<file path="src/rtl/read_flash_control.sv">
`timescale 1ns/1ps
// read_flash_control: read-side page controller. On each en_read request it
// fetches one logged data page from NAND into the shared page RAM, chasing the
// write pointer, skipping bad blocks and honouring the per-block info page.
module read_flash_control #(
   parameter int PAGE_BYTES   = 8192,
   parameter int INFO_PAGE    = 127,
   parameter int MAX_BAD_SKIP = 8
) (
   input  logic        clk,
   input  logic        rst,
   input  logic        en_read,
   output logic        end_read,
   output logic [1:0]  read_status,
   output logic        en_read_page,
   input  logic        end_read_page,
   input  logic        read_data_valid,
   input  logic [7:0]  read_data,
   input  logic [13:0] read_data_cnt,
   output logic [23:0] read_addr_row,
   output logic        en_check_block,
   input  logic [1:0]  read_addr_row_error,
   input  logic [23:0] write_addr_row,
   input  logic [23:0] init_addr_row,
   input  logic        en_init_flash_addr,
   output logic        end_init_flash_addr,
   output logic        read_en_ram,
   output logic [14:0] read_ram_addr,
   output logic [7:0]  read_ram_datain
);

   localparam int               BAD_W        = $clog2(MAX_BAD_SKIP + 1);
   localparam logic [BAD_W-1:0] BAD_MAX      = BAD_W'(MAX_BAD_SKIP);
   localparam logic [BAD_W-1:0] BAD_ONE      = BAD_W'(1);
   localparam logic [6:0]       INFO_ROW     = 7'(INFO_PAGE);
   localparam logic [13:0]      PAGE_BYTES_W = 14'(PAGE_BYTES);

   typedef enum logic [3:0] {
      IDLE, CHK_EMPTY, CHK_BLK, WAIT_BLK, RD_INFO,
      WAIT_INFO, RD_PAGE, WAIT_PAGE, ADVANCE, DONE
   } state_t;

   state_t           state_reg;
   logic [23:0]      row_reg;
   logic [6:0]       page_limit_reg;
   logic [BAD_W-1:0] bad_cnt_reg;
   logic [7:0]       info_v_reg;
   logic             en_read_page_reg;
   logic             en_check_block_reg;
   logic             end_read_reg;
   logic [1:0]       read_status_reg;
   logic             end_init_reg;

   logic [11:0]      blk_next;
   logic [23:0]      row_next_blk;
   logic [6:0]       page_inc;
   logic [BAD_W-1:0] bad_inc;
   logic [7:0]       info_v_now;
   logic             page_phase;
   logic             unused_hi_bits;

   // Upper write-pointer bits never take part in the empty comparison.
   assign unused_hi_bits = ^write_addr_row[23:19];

   assign blk_next     = row_reg[18:7] + 12'd1;
   assign row_next_blk = {row_reg[23:19], blk_next, 7'd0};
   assign page_inc     = row_reg[6:0] + 7'd1;
   assign bad_inc      = bad_cnt_reg + BAD_ONE;
   // Byte 0 may arrive in the same cycle as end_read_page, so look through the latch.
   assign info_v_now   = (read_data_valid && read_data_cnt == 14'd0) ? read_data : info_v_reg;
   assign page_phase   = (state_reg == RD_PAGE) || (state_reg == WAIT_PAGE);

   // RAM write path is combinational; spare bytes and info-page bytes are dropped.
   assign read_en_ram     = page_phase && read_data_valid && (read_data_cnt < PAGE_BYTES_W);
   assign read_ram_addr   = page_phase ? {2'b00, read_data_cnt[12:0]} : 15'd0;
   assign read_ram_datain = page_phase ? read_data : 8'd0;

   assign end_read            = end_read_reg;
   assign read_status         = read_status_reg;
   assign en_read_page        = en_read_page_reg;
   assign read_addr_row       = row_reg;
   assign en_check_block      = en_check_block_reg;
   assign end_init_flash_addr = end_init_reg;

   // Main controller FSM with registered outputs and the read row pointer.
   always_ff @(posedge clk or posedge rst) begin
      if (rst) begin
         state_reg          <= IDLE;
         row_reg            <= 24'd0;
         page_limit_reg     <= INFO_ROW;
         bad_cnt_reg        <= '0;
         info_v_reg         <= 8'hFF;
         en_read_page_reg   <= 1'b0;
         en_check_block_reg <= 1'b0;
         end_read_reg       <= 1'b0;
         read_status_reg    <= 2'd0;
         end_init_reg       <= 1'b0;
      end else begin
         case (state_reg)
            IDLE: begin
               if (en_init_flash_addr && !end_init_reg) begin
                  row_reg      <= init_addr_row;
                  end_init_reg <= 1'b1;
               end else if (end_init_reg) begin
                  if (!en_init_flash_addr) end_init_reg <= 1'b0;
               end else if (en_read) begin
                  state_reg <= CHK_EMPTY;
               end
            end
            CHK_EMPTY: begin
               if (row_reg[18:0] == write_addr_row[18:0]) begin
                  read_status_reg <= 2'd2;
                  end_read_reg    <= 1'b1;
                  state_reg       <= DONE;
               end else if (row_reg[6:0] == 7'd0) begin
                  state_reg <= CHK_BLK;
               end else begin
                  state_reg <= RD_PAGE;
               end
            end
            CHK_BLK: begin
               en_check_block_reg <= 1'b1;
               state_reg          <= WAIT_BLK;
            end
            WAIT_BLK: begin
               if (read_addr_row_error == 2'd1) begin
                  en_check_block_reg <= 1'b0;
                  bad_cnt_reg        <= '0;
                  row_reg            <= {row_reg[23:7], INFO_ROW};
                  state_reg          <= RD_INFO;
               end else if (read_addr_row_error == 2'd2) begin
                  en_check_block_reg <= 1'b0;
                  row_reg            <= row_next_blk;
                  if (bad_inc == BAD_MAX) begin
                     // Start the next request with a fresh skip budget.
                     bad_cnt_reg     <= '0;
                     read_status_reg <= 2'd3;
                     end_read_reg    <= 1'b1;
                     state_reg       <= DONE;
                  end else begin
                     bad_cnt_reg <= bad_inc;
                     state_reg   <= CHK_EMPTY;
                  end
               end
            end
            RD_INFO: begin
               en_read_page_reg <= 1'b1;
               info_v_reg       <= 8'hFF;
               state_reg        <= WAIT_INFO;
            end
            WAIT_INFO: begin
               if (read_data_valid && read_data_cnt == 14'd0) info_v_reg <= read_data;
               if (end_read_page) begin
                  en_read_page_reg <= 1'b0;
                  if (info_v_now == 8'h00) begin
                     row_reg   <= row_next_blk;
                     state_reg <= CHK_EMPTY;
                  end else begin
                     row_reg        <= {row_reg[23:7], 7'd0};
                     page_limit_reg <= (info_v_now == 8'hFF) ? INFO_ROW : info_v_now[6:0];
                     state_reg      <= RD_PAGE;
                  end
               end
            end
            RD_PAGE: begin
               en_read_page_reg <= 1'b1;
               state_reg        <= WAIT_PAGE;
            end
            WAIT_PAGE: begin
               if (end_read_page) begin
                  en_read_page_reg <= 1'b0;
                  state_reg        <= ADVANCE;
               end
            end
            ADVANCE: begin
               if (page_inc == page_limit_reg) row_reg <= row_next_blk;
               else                            row_reg <= {row_reg[23:7], page_inc};
               read_status_reg <= 2'd1;
               end_read_reg    <= 1'b1;
               state_reg       <= DONE;
            end
            DONE: begin
               end_read_reg    <= 1'b0;
               read_status_reg <= 2'd0;
               if (!en_read) state_reg <= IDLE;
            end
            default: state_reg <= IDLE;
         endcase
      end
   end

endmodule

</file>
<file path="config.mk">
export PLATFORM = sky130hd
export DESIGN_NAME = read_flash_control
export DESIGN_NICKNAME = d
export VERILOG_FILES = /design/src/rtl/read_flash_control.sv
export SDC_FILE = /design/constraint.sdc
export NUM_CORES = 1
export LEC_CHECK = 0
export ABC_AREA = 1
export CAP_MARGIN = 30
export CORE_MARGIN = 5
export CORE_UTILIZATION = 47
export CTS_CLUSTER_DIAMETER = 150
export DETAILED_ROUTE_END_ITERATION = 16
export GPL_TIMING_DRIVEN = 1
export PLACE_DENSITY = 0.82
export SYNTH_ARGS = -nofsm -noshare
export SYNTH_HDL_FRONTEND = slang
export SYNTH_SLANG_ARGS = --single-unit
</file>
<file path="constraint.sdc">
create_clock -name clk -period 2.2 [get_ports clk]
set_input_delay 0.22 -clock clk [delete_from_list [all_inputs] [get_ports clk]]
set_output_delay 0.22 -clock clk [all_outputs]
set_load 0.02 [all_outputs]
</file>
==> flow_summary.json, run 1 <==
{
  "finalNonFillerCells": 854,
  "ys_seq_area_share_pct": 34.02,
  "vias": 4252,
  "switching_share_pct": 47.63,
  "cap_violations": 0,
  "synth_ff_type": "dfrtp_1",
  "grt_max_degree": 34,
  "netlist_area_um2": 3954,
  "synthCells": 612,
  "clk_latency_ns": 0.31,
  "power.density_nw_per_um2": 1292,
  "vdd_drop_max_uv": 496.6,
  "cp.arrival_ns": 2.35,
  "dp_hpwl_mm": 8.846,
  "wl_per_cell_um": 13.33,
  "dpl.cell_count": 843,
  "synth_edf_count": 0,
  "port_buffers": 124,
  "via_per_inst": 4.979,
  "cp_max_fo": 12,
  "leakage_nw": 2.763,
  "period_needed_ns": 2.104,
  "grt_pass1_vias": 4186,
  "antenna_found_initial": 0,
  "finClkSkew_ns": 0.009174,
  "area_growth_pct": 40.16,
  "hold_viol": 0,
  "cp-end-kind": "flip-flop",
  "chipWidth_um": 101.7,
  "synthTopCellsByArea": "dfrtp_1 (24%), nand2_1 (20%), dfstp_2 (10%)",
  "grtUsageTotal_pct": 21.85,
  "layout-drive-gt1-share_pct": 14.29,
  "seq_area_um2": 1346,
  "largest_register_ffs": 24,
  "n_antenna_cell": 0,
  "cts_sinks": 53,
  "holdBufCountCts": 0,
  "synth_warnings": 0,
  "fill_cells": 685,
  "switchingPower_mw": 3.409,
  "crit_type": "flip-flop to flip-flop",
  "max_clock_freq_mhz": 475.2,
  "syn_avg_cell_area_um2": 6.460,
  "netlist_top_cells_count": "nand2_1 (210), inv_1 (86), nor2_1 (81), dfrtp_1 (38), nand3_1 (35)",
  "ys_types": 35,
  "finalSetupViolCount": 0,
  "intPower_mw": 3.749,
  "fp.dieH_um": 101.7,
  "grt-ovfl-total": 0,
  "drtIter0Drc": 163,
  "slew_viol_final": 0,
  "status": "completed",
  "core.rowCount": 33,
  "rsz0062_at_grt": "true",
  "num-nets-final": 833,
  "die_area_um2": 10350,
  "routed_wl_mm": 11.39,
  "finalWorstSetupSlack_ns": 0.09576,
  "clk_path_buf_depth": 2,
  "synth_seq_cells": 53,
  "p_comb_share_pct": 62.7,
  "cp-start-kind": "flip-flop",
  "numCtsBuffers": 5,
  "required_ns": 2.44,
  "dr.pass1.iters": 5,
  "min_period_over_period_pct": 95.65,
  "multi_input_area_um2": 2192,
  "cts_tree": "built",
  "htreeDepth": 2,
  "clk_pin_slew_worst_paths_ns": 0.10,
  "ant_nets": 0,
  "seq_power_share_pct": 28.2,
  "synthArstFlopShare_pct": 100.0,
  "gp_congestion": 0.9293,
  "synth_top_cell_by_area": "dfrtp_1",
  "grt_pass1_wl_mm": 18.44,
  "hp-class": "input pin to async pin",
  "num_io_pins": 132,
  "synth_top_area_share_pct": 24.05,
  "preCtsSetupSlack_ns": -0.1671,
  "relSlewSlack_pct": 63.82,
  "core-area_um2": 8217,
  "clkPwrFrac_pct": 9.0,
  "initial_core_util_pct": 48.12,
  "worstMarginPinSlew_ns": 0.5407,
  "drc": 0,
  "yosys.cell_count.top_type": "nand2_1",
  "root_buffer": "clkbuf_8"
}
[worst max-delay path, cell delays in order, from the launching register on]
cell and delay, ns:
dfrtp_1 0.43, ha_2 0.24, inv_1 0.05, nand2_1 0.09, nand2_1 0.08, nand2_1 0.07
nand2_1 0.06, nor2_1 0.09, nand3_1 0.09, nor2_2 0.17, nand3_2 0.11, nand2_4 0.10
inv_2 0.06, nor2_4 0.13, buf_12 0.14, nand2_1 0.06, nand2_1 0.06
[final timing paths]
path,endpoint,from,slack [ns],depth (start not counted)
min,read_addr_row[23],rst,0.24,2
min in group clk,read_addr_row[22],init_addr_row[22],0.45,3
min reg2reg,read_addr_row[21],read_addr_row[21],0.48,2
max in group asynchronous,page_limit_reg[5],rst,1.35,3
max reg2reg,read_addr_row[7],read_addr_row[0],0.1,16
max,read_addr_row[7],read_addr_row[0],0.1,16
[cell type report]
type | instances | area share (%)
multi-input cells | 444 | 39.56
inverters | 96 | 6.503
clock buffers | 8 | 2.009
flip-flops and latches | 53 | 24.29
repair buffers | 148 | 25.27
well taps | 105 | 2.371
[power by group through the flow]
stage               Combinational (mW)  Sequential [mW]  Clock (mW)
global placement                  4.17             1.99           0
global route                      4.97             2.09       0.696
detailed placement                4.31             2.02           0
CTS                               4.28             2.00       0.657
floorplan                         2.62             2.12           0
finish                            4.49             2.02       0.647
[metrics by stage]
step           setup TNS, ns  instance area [um2]  power, mW  hold WS, ns  util [%]
3_5_place_dp          -1.760                 5418      6.324       0.4667     65.94
6_report                   0                 5542      7.157       0.2391     67.44
2_1_floorplan              0                 3958      4.745       0.3367         -
5_1_grt              -0.4285                 5542      7.764       0.2910     67.44
4_1_cts                    0                 5502      6.943       0.2592     66.96
3_3_place_gp         -0.5968                 5418      6.155       0.4571     65.94
[what timing repair did]
item,in CTS,in global routing
setup endpoints to repair,24,41
setup buffers,0,3
pin swaps,1,4
gates resized for setup,22,57
[cells by family after synthesis]
family | share of synthesized area (%)
AO/OA/AOI/OAI | 6.677
XOR/XNOR | 6.203
adder cells (fa/ha/maj) | 2.215
buffers and inverters | 12.15
flip-flops | 34.02
other | 0.09485
AND/OR/NAND/NOR | 38.64
[cells in the final DEF, fill, tap and decap left out, types with 11 or more instances in the layout]
cell,count
buf_4,17
clkbuf_2,20
clkdlybuf4s50_1,102
dfrtp_1,37
dfstp_2,15
inv_1,85
inv_2,11
nand2_1,209
nand3_1,34
nor2_1,78
o21ai_0,17
xnor2_1,19
[routing by layer]
metal	global-route usage (%)	up-vias	wire (um)
met5	0	-	0
met4	3.885	0	89
met3	5.510	9	1205
met2	39.59	206	5680
met1	26.39	1909	4409
li1	-	2128	-
(Power assumes the default switching activity.)
==> run 2, diff against run 1 <==
--- a/config.mk
+++ b/config.mk
@@ -9,7 +9,6 @@
 export CAP_MARGIN = 30
 export CORE_MARGIN = 5
 export CORE_UTILIZATION = 47
-export CTS_CLUSTER_DIAMETER = 150
 export DETAILED_ROUTE_END_ITERATION = 16
 export GPL_TIMING_DRIVEN = 1
 export PLACE_DENSITY = 0.82
==> results of run 2 <==
No change in the layout: final DEF, timing and power equal those of run 1.
==> run 3, diff against run 2 <==
--- a/config.mk
+++ b/config.mk
@@ -12,6 +12,7 @@
 export DETAILED_ROUTE_END_ITERATION = 16
 export GPL_TIMING_DRIVEN = 1
 export PLACE_DENSITY = 0.82
+export RECOVER_POWER = 100
 export SYNTH_ARGS = -nofsm -noshare
 export SYNTH_HDL_FRONTEND = slang
 export SYNTH_SLANG_ARGS = --single-unit
==> constraint.sdc (replaced) <==
create_clock -name clk -period 2.2 [get_ports clk]
set_input_delay 0.44 -clock clk [delete_from_list [all_inputs] [get_ports clk]]
set_output_delay 0.44 -clock clk [all_outputs]
set_load 0.02 [all_outputs]
==> run 3 against run 2 <==
  * Total power increased by 1.3%
  * Sequential share of layout area decreased by 1.2 points
  * Final cell count increased by 2.8%
  * Cell area increased by 5.2%
  * Combinational power increased by 4.9%
  * Clock power decreased by 16%
  * Largest cell class unchanged
  * Largest power group unchanged
  * Highest routed layer unchanged
==> flow_summary.json, run 3 (same netlist as run 1, synthesis figures left out) <==
{
  "reg2reg_depth": 14,
  "vias": 4341,
  "layout-drive-gt1-share_pct": 21.09,
  "final_cell_mix": "nand2_1 (185), inv_1 (85), nor2_1 (75)",
  "grt_max_degree": 39,
  "wl_per_cell_um": 13.19,
  "design_power_total_mw": 7.250,
  "via_per_inst": 4.944,
  "dr.pass1.iters": 5,
  "gp_congestion": 0.8929,
  "cts_tree": "built",
  "area_growth_pct": 47.44,
  "fin_area_um2": 5829,
  "clk_latency_ns": 0.31,
  "hold_depth": 2,
  "hold_path_end": "read_addr_row[20]",
  "chipWidth_um": 101.7,
  "num-nets-final": 857,
  "drc": 0,
  "leakage_nw": 3.069,
  "slew_viol_final": 0,
  "die_area_um2": 10350,
  "clk_pin_slew_worst_paths_ns": 0.10,
  "core.rowCount": 33,
  "core-area_um2": 8217,
  "max_clock_freq_mhz": 473.0,
  "power.density_nw_per_um2": 1244,
  "antenna_found_initial": 0,
  "ant_nets": 0,
  "crit_type": "flip-flop to flip-flop",
  "drtIter0Drc": 197,
  "period_needed_ns": 2.114,
  "finClkSkew_ns": 0.01629,
  "num_io_pins": 132,
  "port_buffers": 124,
  "status": "completed",
  "worstMarginPinSlew_ns": 0.8496,
  "rr_endpoint": "read_addr_row[7]",
  "vdd_drop_max_uv": 558.6,
  "required_ns": 2.44,
  "fp.dieH_um": 101.7,
  "root_buffer": "clkbuf_8",
  "cap_violations": 0,
  "cp-end-kind": "flip-flop",
  "grtUsageTotal_pct": 21.54,
  "cp_max_fo": 6,
  "largest_register_ffs": 24,
  "grt-ovfl-total": 0,
  "grt_pass1_vias": 4214,
  "htreeDepth": 2,
  "final_common_cell": "nand2_1",
  "cp.arrival_ns": 2.36,
  "placed_area_um2": 5553,
  "n_antenna_cell": 0,
  "fin_tns_setup_ns": 0,
  "rsz0062_at_grt": "true",
  "routed_wl_mm": 11.58,
  "clk_path_buf_depth": 2,
  "hp-class": "flip-flop to flip-flop",
  "cp-start-kind": "flip-flop",
  "dpl.cell_count": 861,
  "reg2reg_slack_ns": 0.09,
  "numCtsBuffers": 5,
  "hold_viol": 0,
  "cts_sinks": 53,
  "finalNonFillerCells": 878,
  "initial_core_util_pct": 48.12,
  "relSlewSlack_pct": 43.36,
  "finalSetupViolCount": 0,
  "dp_hpwl_mm": 8.775,
  "reg2reg_from": "read_addr_row[1]",
  "final_util_pct": 70.95,
  "grt_pass1_wl_mm": 18.22,
  "min_from": "read_addr_row[20]",
  "min_period_over_period_pct": 96.09,
  "crit_path_start": "read_addr_row[1]"
}
==> run 3: critical path: stages (launching register included) <==
cell       delay, ns
dfrtp_1         0.42
inv_1           0.07
ha_1            0.32
xnor2_1         0.14
nand2_1         0.07
nor2_1          0.10
nand3_1         0.10
nor2_2          0.14
nand3_1         0.10
nand2_2         0.10
inv_4           0.05
nor2_4          0.17
clkbuf_16       0.20
nand2_2         0.04
nand2_1         0.05
==> run 3: worst max path at each step <==
stage	to	slack [ns]	depth (start not counted)
6_report	read_addr_row[7]	0.09	14
5_1_grt	read_addr_row[12]	-0.06	14
4_1_cts	read_ram_datain[2]	0.0007	8
3_5_place_dp	read_addr_row[16]	-0.41	14
3_3_place_gp	read_addr_row[18]	-0.29	14
2_1_floorplan	read_addr_row[11]	0.02	14
==> run 3: power breakdown <==
part	total (mW)	internal, mW	switching (mW)
logic	4.71	2.01	2.70
registers	2.00	1.50	0.500
clock network	0.545	0.221	0.324
==> run 3: timing repair <==
action | in CTS | in global routing
cloned | 0 | 1
hold buffers | 0 | 0
pin swaps | 2 | 22
gates resized for setup | 26 | 115
endpoints found under the setup margin | 34 | 48
buffers inserted | 1 | 7
==> run 3: layout make-up <==
type | instances | area (um2)
Fill cell | 670 | 2387
Multi-Input combinational cell | 444 | 2315
Timing Repair Buffer | 172 | 1587
Sequential cell | 53 | 1348
Inverter | 96 | 362.8
Tap cell | 105 | 131.4
Clock buffer | 5 | 68.82
Clock inverter | 3 | 17.52
==> run 3: stage by stage <==
step | hold slack, ns | worst slack, ns
2_1_floorplan | 0.4594 | 0.02407
3_3_place_gp | 0.4570 | -0.2942
3_5_place_dp | 0.4588 | -0.4108
4_1_cts | 0.4167 | 0.0006997
5_1_grt | 0.5075 | -0.05958
6_report | 0.4768 | 0.08598
==> run 3: routing by layer <==
layer	track usage (%)	vias to the layer above	share of wire, %
li1	-	2182	-
met1	26.20	1928	40
met2	37.17	202	48
met3	5.785	29	10
met4	6.646	0	2.2
met5	0	-	0
